File: config.mk
export PLATFORM = sky130hd
export DESIGN_NAME = ext_ld_unit
export DESIGN_NICKNAME = d
export VERILOG_FILES = /design/src/rtl/ext_ld_unit_pkg.sv /design/src/rtl/ext_ld_buff.sv /design/src/rtl/ext_ld_unit.sv
export SDC_FILE = /design/constraint.sdc
export NUM_CORES = 1
export LEC_CHECK = 0
export ABC_AREA = 1
export CAP_MARGIN = 20
export CORE_MARGIN = 1
export CORE_UTILIZATION = 50
export CTS_CLUSTER_DIAMETER = 40
export CTS_CLUSTER_SIZE = 25
export DETAILED_ROUTE_END_ITERATION = 7
export MAX_ROUTING_LAYER = met4
export PLACE_DENSITY = 0.81
export SLEW_MARGIN = 20
export SYNTH_ARGS = -nofsm -noshare
export SYNTH_HDL_FRONTEND = slang
export SYNTH_SLANG_ARGS = --single-unit
File: constraint.sdc
create_clock -name clock -period 3.3 [get_ports clock]
set_clock_uncertainty 0.15 [all_clocks]
set_input_delay 0.66 -clock clock [delete_from_list [all_inputs] [get_ports clock]]
set_output_delay 0.66 -clock clock [all_outputs]
set_load 0.02 [all_outputs]
File: src/rtl/ext_ld_unit_pkg.sv
// Shared types and sizing for the external-load path feeding the BRAM unit.
// Token link structs, FSM state enum and the request-count helper live here.
package pkg_bram_if;

  localparam int unsigned WIDTH_DATA           = 8;
  localparam int unsigned WIDTH_EXT_DATA       = 32;
  localparam int unsigned WIDTH_EXT_ADDR       = 32;
  localparam int unsigned WIDTH_EXT_LENGTH     = 16;
  localparam int unsigned UNIT_EXT_DATA        = WIDTH_EXT_DATA / WIDTH_DATA;
  localparam int unsigned LENGTH_BUFF_LD       = 16;
  localparam int unsigned WIDTH_LENGTH_BUFF_LD = $clog2(LENGTH_BUFF_LD + 1);
  localparam int unsigned WIDTH_SLICE          = (UNIT_EXT_DATA > 1) ? $clog2(UNIT_EXT_DATA) : 1;

  typedef logic [WIDTH_EXT_ADDR-1:0] ext_addr_t;
  typedef logic [WIDTH_EXT_DATA-1:0] ext_io_t;
  typedef logic [WIDTH_DATA-1:0]     data_t;

  typedef struct packed {
    logic  v;
    data_t d;
  } FTk_t;

  typedef struct packed {
    logic n;
  } BTk_t;

  typedef enum logic [1:0] {
    ST_IDLE  = 2'd0,
    ST_RUN   = 2'd1,
    ST_DRAIN = 2'd2
  } fsm_ext_ld;

  // Number of external words needed to carry len tokens (ceiling division).
  function automatic logic [WIDTH_EXT_LENGTH-1:0] calc_nreq(
    input logic [WIDTH_EXT_LENGTH-1:0] len
  );
    logic [WIDTH_EXT_LENGTH:0] sum;
    logic [WIDTH_EXT_LENGTH:0] quo;
    sum = {1'b0, len} + (WIDTH_EXT_LENGTH + 1)'(UNIT_EXT_DATA - 1);
    quo = sum / (WIDTH_EXT_LENGTH + 1)'(UNIT_EXT_DATA);
    return quo[WIDTH_EXT_LENGTH-1:0];
  endfunction

endpackage

File: src/rtl/ext_ld_buff.sv
// Word FIFO between the external read return and the token serializer.
// Push and pop may coincide at any occupancy; pop on empty is ignored.
module ext_ld_buff #(
  parameter int unsigned DEPTH       = 16,
  parameter int unsigned WIDTH       = 32,
  parameter int unsigned WIDTH_COUNT = $clog2(DEPTH + 1)
) (
  input  logic                   clock,
  input  logic                   reset,
  input  logic                   I_Push,
  input  logic [WIDTH-1:0]       I_Data,
  input  logic                   I_Pop,
  output logic [WIDTH-1:0]       O_Data,
  output logic                   O_Full,
  output logic                   O_Empty,
  output logic [WIDTH_COUNT-1:0] O_Count
);

  localparam int unsigned AW = (DEPTH > 1) ? $clog2(DEPTH) : 1;

  logic [WIDTH-1:0]       r_mem [DEPTH];
  logic [AW-1:0]          r_wptr;
  logic [AW-1:0]          r_rptr;
  logic [WIDTH_COUNT-1:0] r_count;

  logic w_pop;
  logic w_push;

  function automatic logic [AW-1:0] next_ptr(input logic [AW-1:0] p);
    return (p == AW'(DEPTH - 1)) ? '0 : p + AW'(1);
  endfunction

  assign O_Empty = (r_count == '0);
  assign O_Full  = (r_count == WIDTH_COUNT'(DEPTH));
  assign O_Count = r_count;
  assign O_Data  = r_mem[r_rptr];

  assign w_pop  = I_Pop && !O_Empty;
  assign w_push = I_Push && (!O_Full || w_pop);

  always_ff @(posedge clock) begin
    if (w_push) r_mem[r_wptr] <= I_Data;
  end

  always_ff @(posedge clock or negedge reset) begin
    if (!reset) begin
      r_wptr  <= '0;
      r_rptr  <= '0;
      r_count <= '0;
    end else begin
      if (w_push) r_wptr <= next_ptr(r_wptr);
      if (w_pop)  r_rptr <= next_ptr(r_rptr);
      if (w_push && !w_pop)      r_count <= r_count + WIDTH_COUNT'(1);
      else if (w_pop && !w_push) r_count <= r_count - WIDTH_COUNT'(1);
    end
  end

endmodule

File: src/rtl/ext_ld_unit.sv
// Loads Length data tokens from external memory and streams them to the BRAM unit.
// Requests are credit-limited so buffered plus in-flight words never exceed the FIFO depth.
module ext_ld_unit
  import pkg_bram_if::*;
(
  input  logic                        clock,
  input  logic                        reset,
  input  logic                        I_Req,
  input  ext_addr_t                   I_Base,
  input  logic [WIDTH_EXT_LENGTH-1:0] I_Length,
  output logic                        O_Busy,
  output logic                        O_Done,
  output logic                        O_Ext_Req,
  output ext_addr_t                   O_Ext_Addr,
  input  logic                        I_Ext_Gnt,
  input  logic                        I_Ext_Valid,
  input  ext_io_t                     I_Ext_Data,
  output FTk_t                        O_FTk,
  input  BTk_t                        I_BTk
);

  fsm_ext_ld                       r_state;
  ext_addr_t                       r_addr;
  logic [WIDTH_EXT_LENGTH-1:0]     r_req_left;
  logic [WIDTH_EXT_LENGTH-1:0]     r_tok_left;
  logic [WIDTH_LENGTH_BUFF_LD-1:0] r_outst;
  logic [WIDTH_SLICE-1:0]          r_slice;
  logic                            r_done;

  logic [WIDTH_LENGTH_BUFF_LD-1:0] w_occ;
  logic                            w_full;
  logic                            w_empty;
  ext_io_t                         w_head;
  ext_io_t                         w_shift;
  logic                            w_credit_ok;
  logic                            w_ext_req;
  logic                            w_grant;
  logic                            w_accept;
  logic                            w_push;
  logic                            w_tok_v;
  logic                            w_fire;
  logic                            w_last_tok;
  logic                            w_slice_last;
  logic                            w_pop;

  // Credit only grows while a request waits for grant, so O_Ext_Req cannot drop early.
  assign w_credit_ok = ({1'b0, w_occ} + {1'b0, r_outst})
                       < (WIDTH_LENGTH_BUFF_LD + 1)'(LENGTH_BUFF_LD);
  assign w_ext_req   = (r_state == ST_RUN) && (r_req_left != '0) && w_credit_ok;
  assign w_grant     = w_ext_req && I_Ext_Gnt;
  assign w_accept    = I_Ext_Valid && (r_outst != '0);

  assign w_tok_v      = (r_state != ST_IDLE) && !w_empty && (r_tok_left != '0);
  assign w_fire       = w_tok_v && !I_BTk.n;
  assign w_last_tok   = (r_tok_left == WIDTH_EXT_LENGTH'(1));
  assign w_slice_last = (r_slice == WIDTH_SLICE'(UNIT_EXT_DATA - 1));
  // The final token retires its word even if upper slices remain unused.
  assign w_pop        = w_fire && (w_slice_last || w_last_tok);
  assign w_push       = w_accept && (!w_full || w_pop);

  assign w_shift = w_head >> (int'(r_slice) * WIDTH_DATA);

  assign O_Busy     = (r_state != ST_IDLE);
  assign O_Done     = r_done;
  assign O_Ext_Req  = w_ext_req;
  assign O_Ext_Addr = r_addr;
  assign O_FTk.v    = w_tok_v;
  assign O_FTk.d    = w_tok_v ? w_shift[WIDTH_DATA-1:0] : '0;

  ext_ld_buff #(
    .DEPTH      (LENGTH_BUFF_LD),
    .WIDTH      (WIDTH_EXT_DATA),
    .WIDTH_COUNT(WIDTH_LENGTH_BUFF_LD)
  ) u_buff (
    .clock  (clock),
    .reset  (reset),
    .I_Push (w_push),
    .I_Data (I_Ext_Data),
    .I_Pop  (w_pop),
    .O_Data (w_head),
    .O_Full (w_full),
    .O_Empty(w_empty),
    .O_Count(w_occ)
  );

  always_ff @(posedge clock or negedge reset) begin
    if (!reset) begin
      r_state    <= ST_IDLE;
      r_addr     <= '0;
      r_req_left <= '0;
      r_tok_left <= '0;
      r_outst    <= '0;
      r_slice    <= '0;
      r_done     <= 1'b0;
    end else begin
      r_done <= 1'b0;

      if (w_grant) begin
        r_addr     <= r_addr + ext_addr_t'(WIDTH_EXT_DATA / 8);
        r_req_left <= r_req_left - WIDTH_EXT_LENGTH'(1);
      end

      if (w_grant && !w_accept)      r_outst <= r_outst + WIDTH_LENGTH_BUFF_LD'(1);
      else if (!w_grant && w_accept) r_outst <= r_outst - WIDTH_LENGTH_BUFF_LD'(1);

      if (w_fire) begin
        r_tok_left <= r_tok_left - WIDTH_EXT_LENGTH'(1);
        r_slice    <= w_pop ? '0 : r_slice + WIDTH_SLICE'(1);
      end

      case (r_state)
        ST_IDLE: begin
          if (I_Req) begin
            if (I_Length == '0) begin
              r_done <= 1'b1;
            end else begin
              r_addr     <= I_Base;
              r_req_left <= calc_nreq(I_Length);
              r_tok_left <= I_Length;
              r_slice    <= '0;
              r_state    <= ST_RUN;
            end
          end
        end
        ST_RUN: begin
          if (w_fire && w_last_tok) begin
            r_state <= ST_IDLE;
            r_done  <= 1'b1;
          end else if (w_grant && (r_req_left == WIDTH_EXT_LENGTH'(1))) begin
            r_state <= ST_DRAIN;
          end
        end
        ST_DRAIN: begin
          if (w_fire && w_last_tok) begin
            r_state <= ST_IDLE;
            r_done  <= 1'b1;
          end
        end
        default: r_state <= ST_IDLE;
      endcase
    end
  end

endmodule

==> results of run 1 <==
==> flip-flops by register name (all words and copies together), names as in the netlist <==
| name | flops |
|---|---|
| O_Done | 1 |
| O_Ext_Addr | 32 |
| r_outst | 5 |
| r_req_left | 16 |
| r_slice | 2 |
| r_state | 2 |
| r_tok_left | 16 |
| u_buff.O_Count | 5 |
| u_buff.r_mem | 512 |
| u_buff.r_rptr | 4 |
| u_buff.r_wptr | 4 |
==> worst reg2reg max path, delay by kind of cell (launching register included) <==
family	cells	cell delay (ns)
xor gates and xnor gates	1	0.13
adders and majority gates	3	0.71
and+or+nand+nor	13	1.11
DFF	1	0.41
AOI/OAI and AO/OA	1	0.18
buffers and inverters	3	0.28
==> stage by stage <==
step                power, mW  instances  TNS [ns]
global placement        21.54       3543  -0.01393
detailed placement      21.95       3543  -0.01392
global route            35.48       3732    -1.491
finish                  34.18       3732    -1.204
floorplan               17.45       2752   -120.49
CTS                     33.10       3726   -0.4689
==> metal layers <==
metal | up-vias | GRT usage (%)
met2 | 1759 | 47.32
met1 | 10550 | 36.34
met4 | 0 | 17.07
met3 | 449 | 7.232
li1 | 9676 | -
met5 | - | -
==> cell type report <==
| type | count | area [um^2] |
|---|---|---|
| Fill cell | 3698 | 19390 |
| Sequential cell | 599 | 17560 |
| Multi-Input combinational cell | 1884 | 9346 |
| Timing Repair Buffer | 258 | 3319 |
| Clock buffer | 83 | 2044 |
| Tap cell | 696 | 870.8 |
| Clock inverter | 67 | 810.8 |
| Inverter | 141 | 555.5 |
| Timing Repair inverter | 1 | 20.02 |
| Antenna cell | 3 | 7.507 |
==> cell families (layout without fill, tap and decap cells) <==
logic type               after synthesis  count (layout)  share of synthesized area (%)
adder cells (fa/ha/maj)               30              30                          1.428
buffers and inverters                269             550                          4.260
XOR/XNOR                              54              54                          1.730
AO/OA/AOI/OAI                        206             206                          4.279
AND/OR/NAND/NOR                     1594            1594                          24.11
other                                  0               3                              0
flip-flops                           599             599                          64.19
==> final timing paths <==
check / start / end
hold reg to reg: O_Ext_Addr[0]$_DFFE_PN0P_ / O_Ext_Addr[0]$_DFFE_PN0P_
min in group asynchronous: reset / u_buff.r_rptr[2]$_DFFE_PN0P_
hold / removal: O_Ext_Addr[0]$_DFFE_PN0P_ / O_Ext_Addr[0]$_DFFE_PN0P_
setup reg to reg: r_tok_left[0]$_DFF_PN0_ / u_buff.O_Count[4]$_DFFE_PN0P_
setup / recovery: u_buff.r_rptr[0]$_DFFE_PN0P_ / O_FTk[3]
max in group asynchronous: reset / r_req_left[0]$_DFF_PN0_
==> cell usage in the layout (no fill, tap or decap), types with 11 or more instances in the layout <==
cell / count
sky130_fd_sc_hd__a21boi_0: 11
sky130_fd_sc_hd__a21oi_1: 77
sky130_fd_sc_hd__a21oi_2: 19
sky130_fd_sc_hd__a31oi_1: 12
sky130_fd_sc_hd__buf_12: 46
sky130_fd_sc_hd__buf_16: 15
sky130_fd_sc_hd__buf_4: 51
sky130_fd_sc_hd__buf_6: 16
sky130_fd_sc_hd__clkbuf_16: 84
sky130_fd_sc_hd__clkdlybuf4s50_1: 118
sky130_fd_sc_hd__clkinvlp_4: 11
sky130_fd_sc_hd__dfrtp_1: 84
sky130_fd_sc_hd__edfxtp_1: 512
sky130_fd_sc_hd__ha_1: 26
sky130_fd_sc_hd__inv_1: 129
sky130_fd_sc_hd__inv_6: 15
sky130_fd_sc_hd__nand2_1: 1004
sky130_fd_sc_hd__nand2_2: 28
sky130_fd_sc_hd__nand3_1: 250
sky130_fd_sc_hd__nand3_2: 40
sky130_fd_sc_hd__nor2_1: 155
sky130_fd_sc_hd__nor2_4: 42
sky130_fd_sc_hd__o211ai_1: 23
sky130_fd_sc_hd__o21ai_0: 41
sky130_fd_sc_hd__or2_0: 21
sky130_fd_sc_hd__xnor2_1: 17
sky130_fd_sc_hd__xor2_1: 37
==> power groups by stage <==
stage	Sequential [mW]	Combinational [mW]	Clock, mW
after detailed placement	10.4	11.6	0
final	10.3	14.7	9.19
after floorplan	10.3	7.13	0
after global routing	10.4	15.6	9.52
after global placement	10.3	11.2	0
after CTS	10.2	13.7	9.17
==> repair_timing <==
item                                    in CTS  in global routing
hold endpoints to repair                    24                  0
endpoints found under the setup margin      10                 11
resized for setup                          189                 76
hold buffers                                 1                  0
buffers inserted                            15                  3
pin swaps                                   34                 44
gates cloned                                17                  3
==> impl_metrics.yaml, run 1 <==
outcome:
  status: "complete, but fails checks"
  failed_checks: "setup timing"
synth:
  post_synth_most_frequent_cells: "sky130_fd_sc_hd__nand2_1, sky130_fd_sc_hd__edfxtp_1, sky130_fd_sc_hd__nand3_1"
  post_synth_edffs: 512
  yosys_most_used_dff: "sky130_fd_sc_hd__edfxtp_1"
  synthMostInstantiatedCell: "sky130_fd_sc_hd__nand2_1"
  post-synth-top-area-cell: "sky130_fd_sc_hd__edfxtp_1"
  synth_top_cell_area_share_pct: 56.23
  synth-seq-cells: 599
  mappedNetlistArea_um2: 27340
  share_of_async_settable_or_async_resettable_flops_after_synthesis_pct: 14.52
  syn_inst: 2752
  synth_area_leaders: "sky130_fd_sc_hd__edfxtp_1, sky130_fd_sc_hd__nand2_1, sky130_fd_sc_hd__dfrtp_1"
  synthesis.area_per_instance_um2: 9.935
  yosysUniqueCellTypes: 38
  synth_fp_nets: 2868
  synth-seq-area-share_pct: 64.19
  synth-warning-count: 0
sta:
  worst_slew_pin_slew_ns: 0.6281
  post-route-period-util_pct: 106.7
  drv_slew: 0
  timing_hold_violations_final: 0
  post-route-worst-setup-slack_ns: -0.2211
  hold_ws_ns: 0.3365
  period_minus_ws_final_ns: 3.521
  max_slew_margin_pct: 58.00
  setup_failing_eps_final: 8
  fmax_mhz: 284.0
  grt_setup_unrepaired: "true"
pwr:
  switching_share_pct: 40.69
  power.density_cell_area_nw_per_um2: 989.8
  worst_ir_drop_vdd_uv: 658.6
  cellInternalPower_mw: 20.27
  p_leak_nw: 13.57
  pwr-share-comb_pct: 43.1
  power_frac_clock_pct: 26.9
  p_sw_mw: 13.91
  seqPwrFrac_pct: 30.0
detailed_routing:
  routed-wl-met2_um: 39560
  postRouteWirelength_um: 84400
  drt_pass1_iterations: 8
  wl_per_cell_um: 22.61
  post_route_drc_violation_count: 0
  drt_first_iter_violations: 3415
  routed.top_layer: "met4"
  drt-vias-per-instance: 6.011
  drt-met1-wl_um: 29100
  dr_wl_met3_um: 10920
  dr_total_vias: 22430
  ant_nets: 0
worst_setup_path:
  cp.arrival_ns: 2.71
  worst-path-stages: 13
  path_common_cell: "sky130_fd_sc_hd__nand2_1"
  register_to_register_setup_slack_ns: 0.22
  crit_required_ns: 2.49
  path_cells: "buf_12 -> bufbuf_16 -> nand2_1 -> nand2_1 -> nand2_1 -> nand2_1 -> nor2_1 -> nand2_1 -> nand2_2 -> nor2_4 -> nor2_4 -> nor2_4 -> buf_6"
  critical_path_buf_inv_count: 3
  slowest_stage: "sky130_fd_sc_hd__dfrtp_4"
  worstPathMaxFanout: 8
  worstSetupStartpointType: "register"
  worst-setup-path-type: "register to output port"
  reg2reg_depth: 21
  timing.critical_path.slowest_cell_delay_ns: 0.51
  cp-end-kind: "output port"
  cpLargestDelayFamily: "simple AND/OR/NAND/NOR gates"
placed_design:
  detailed_place_hpwl_um: 44780
  pre_cts_ws_ns: -0.01392
  input_output_buffers: 129
  routabilityCongestion: 0.9806
  placement.cell_area_um2: 30220
clocking:
  cts-root-to-sink-buffers: 3
  inserted_clock_buffers: 81
  clkSlewWorstSetupHoldPaths_ns: 0.06
  htree_levels: 3
  worstSkewPairLatency_ns: 0.62
  clock-root-buffer: "sky130_fd_sc_hd__clkbuf_16"
  tritoncts_sinks: 599
  tritoncts_clock_tree: "yes"
global_routing:
  pin_count_of_the_biggest_net_entering_global_routing: 64
  globalRouteTotalUtil_pct: 30.37
  grt_remaining_overflow: 0
  grt_antenna_before_repair: 3
  first_global_vias: 22120
  grt_first_pass_wirelength_um: 125000
die:
  design.die.area_um2: 55630
  rows: 85
  core_area_um2: 53920
  initial_utilization_pct: 50.71
  io_pins: 130
  die_w_um: 235.9
  chip_height_um: 235.9
run:
  max_cap_violations: 0
layout:
  flow.area_growth_from_synthesis_pct: 26.30
  layout-drive-gt1-share_pct: 15.40
  finalCoreUtilization_pct: 64.04
  area_of_all_placed_cells_without_fillers_um2: 34530
  nets: 3082
min_path:
  hold_crit_class: "register to register"
  hold_depth: 2
Note: power is estimated with default switching activity, not from simulation.
==> run 2, diff against run 1 <==
Settings changed: CTS_CLUSTER_SIZE 25 to 10.
==> impl_metrics.yaml, run 2 (synthesized netlist as in run 1, its figures left out) <==
global_routing:
  grt_first_pass_wirelength_um: 120500
  globalRouteTotalUtil_pct: 29.15
  grt_use_met3_pct: 6.940
  grt_antenna_before_repair: 6
  grtUsageMet1_pct: 35.01
  grt_remaining_overflow: 0
  pin_count_of_the_biggest_net_entering_global_routing: 64
  global_route.peak_usage_layer: "met2"
  first_global_vias: 21590
  gr-usage-met2_pct: 45.64
placed_design:
  input_output_buffers: 129
  placement.cell_area_um2: 30220
  detailed_place_hpwl_um: 44780
  routabilityCongestion: 0.9806
layout:
  layout.cells.most_common: "sky130_fd_sc_hd__nand2_1"
  finalCoreUtilization_pct: 64.33
  flow.area_growth_from_synthesis_pct: 26.87
  largest_register_ffs: 512
  final.fill_count: 3659
  layout_common_cells: "sky130_fd_sc_hd__nand2_1, sky130_fd_sc_hd__edfxtp_1, sky130_fd_sc_hd__nand3_1"
  top_register: "u_buff.r_mem"
  nets: 3099
  area_of_all_placed_cells_without_fillers_um2: 34690
  layout-drive-gt1-share_pct: 15.70
worst_setup_path:
  worst-setup-path-type: "register to output port"
  worstPathMaxFanout: 14
  crit_required_ns: 2.49
  cp.arrival_ns: 2.78
  cp-end-kind: "output port"
  worstSetupStartpointType: "register"
pwr:
  power.density_cell_area_nw_per_um2: 985.4
  worst_ir_drop_vdd_uv: 724.6
  power_mw: 34.18
  p_leak_nw: 13.59
sta:
  post-route-period-util_pct: 108.8
  hold_ws_ns: 0.3387
  period_minus_ws_final_ns: 3.592
  drv_slew: 0
  max_slew_margin_pct: 55.00
  post-route-worst-setup-slack_ns: -0.2920
  setup_failing_eps_final: 8
  fmax_mhz: 278.4
  worst_slew_pin_slew_ns: 0.6730
  timing_hold_violations_final: 0
  grt_setup_unrepaired: "true"
detailed_routing:
  drt_pass1_iterations: 8
  post_route_drc_violation_count: 3
  ant_nets: 0
  drt_first_iter_violations: 3620
  wl_per_cell_um: 23.15
  drt-vias-per-instance: 6.087
  postRouteWirelength_um: 86430
  dr_total_vias: 22720
outcome:
  status: "complete, but fails checks"
  failed_checks: "DRC, setup timing"
clocking:
  tritoncts_clock_tree: "yes"
  htree_levels: 3
  inserted_clock_buffers: 86
  clock-root-buffer: "sky130_fd_sc_hd__clkbuf_16"
  cts-root-to-sink-buffers: 3
  worstSkewPairLatency_ns: 0.63
  tritoncts_sinks: 599
  clkSlewWorstSetupHoldPaths_ns: 0.06
die:
  core_area_um2: 53920
  io_pins: 130
  design.die.area_um2: 55630
  initial_utilization_pct: 50.71
  rows: 85
  chip_height_um: 235.9
  die_w_um: 235.9
run:
  max_cap_violations: 0
min_path:
  hold_crit_class: "register to register"
run 2: changes by cell type in the layout (fill, tap and decap cells not counted), moves of 10 or more:
cell	previous run	this run
sky130_fd_sc_hd__a21oi_1	77	67
sky130_fd_sc_hd__clkbuf_1	1	13
sky130_fd_sc_hd__clkbuf_16	84	104
sky130_fd_sc_hd__inv_6	15	4
sky130_fd_sc_hd__nand3_1	250	237
sky130_fd_sc_hd__nand3_2	40	51
run 2: metrics by stage:
stage	std cells	setup WS (ns)	setup TNS, ns
after detailed placement	3543	-0.01392	-0.01392
after CTS	3692	-0.1229	-0.7099
after global routing	3733	-0.3077	-1.964
after global placement	3543	-0.01393	-0.01393
final	3733	-0.2920	-1.657
after floorplan	2752	-0.2690	-120.49
run 2: per-layer routing:
| layer | vias up | part of all wire (%) |
|---|---|---|
| met5 | - | 0 |
| met4 | 0 | 6.3 |
| met3 | 501 | 13 |
| met2 | 1917 | 47 |
| met1 | 10610 | 34 |
| li1 | 9693 | - |
run 2: timing repair:
item,CTS,global route
setup endpoints to repair,10,12
gates resized for setup,131,180
buffers inserted,5,18
gates cloned,8,20
hold buffers,1,0
pin swaps,18,79
hold endpoints to repair,24,0
run 2: final cells by class:
| type | instances | area, um^2 | share of cell area (%) |
|---|---|---|---|
| Antenna cell | 6 | 15.01 | 0.04328 |
| Clock buffer | 102 | 2242 | 6.463 |
| Clock inverter | 34 | 361.6 | 1.042 |
| Inverter | 141 | 541.8 | 1.562 |
| Multi-Input combinational cell | 1884 | 9504 | 27.40 |
| Sequential cell | 599 | 17560 | 50.62 |
| Tap cell | 696 | 870.8 | 2.510 |
| Timing Repair Buffer | 270 | 3580 | 10.32 |
| Timing Repair inverter | 1 | 16.27 | 0.04689 |
run 2: where the power goes:
part,switching (mW),internal [mW],leakage [nW]
logic,9.61,5.82,6.71
registers,0.918,9.38,5.63
clock network,3.40,5.06,1.24
total,13.9,20.3,13.6
run 2: critical path: stages (launching register included):
cell	delay, ns
sky130_fd_sc_hd__dfrtp_4	0.56
sky130_fd_sc_hd__inv_12	0.10
sky130_fd_sc_hd__buf_12	0.14
sky130_fd_sc_hd__buf_16	0.15
sky130_fd_sc_hd__nand2_1	0.06
sky130_fd_sc_hd__nand3_1	0.21
sky130_fd_sc_hd__nand3_2	0.17
sky130_fd_sc_hd__nand3_2	0.12
sky130_fd_sc_hd__nand3_1	0.12
sky130_fd_sc_hd__nand3_2	0.13
sky130_fd_sc_hd__nand2_4	0.08
sky130_fd_sc_hd__nor2_4	0.15
sky130_fd_sc_hd__buf_6	0.13
run 2: path summary, 6_finish.rpt:
check / start / end / slack (ns) / cells past startpoint
setup reg to reg: r_tok_left[0]$_DFF_PN0_ / u_buff.O_Count[4]$_DFFE_PN0P_ / 0.24 / 21
hold reg to reg: O_Ext_Addr[1]$_DFFE_PN0P_ / O_Ext_Addr[1]$_DFFE_PN0P_ / 0.34 / 2
setup / recovery: u_buff.r_rptr[0]$_DFFE_PN0P_ / O_FTk[4] / -0.29 / 12
max in group asynchronous: reset / r_req_left[0]$_DFF_PN0_ / 1.94 / 3
min in group asynchronous: reset / u_buff.r_rptr[2]$_DFFE_PN0P_ / 0.35 / 2
hold / removal: O_Ext_Addr[1]$_DFFE_PN0P_ / O_Ext_Addr[1]$_DFFE_PN0P_ / 0.34 / 2
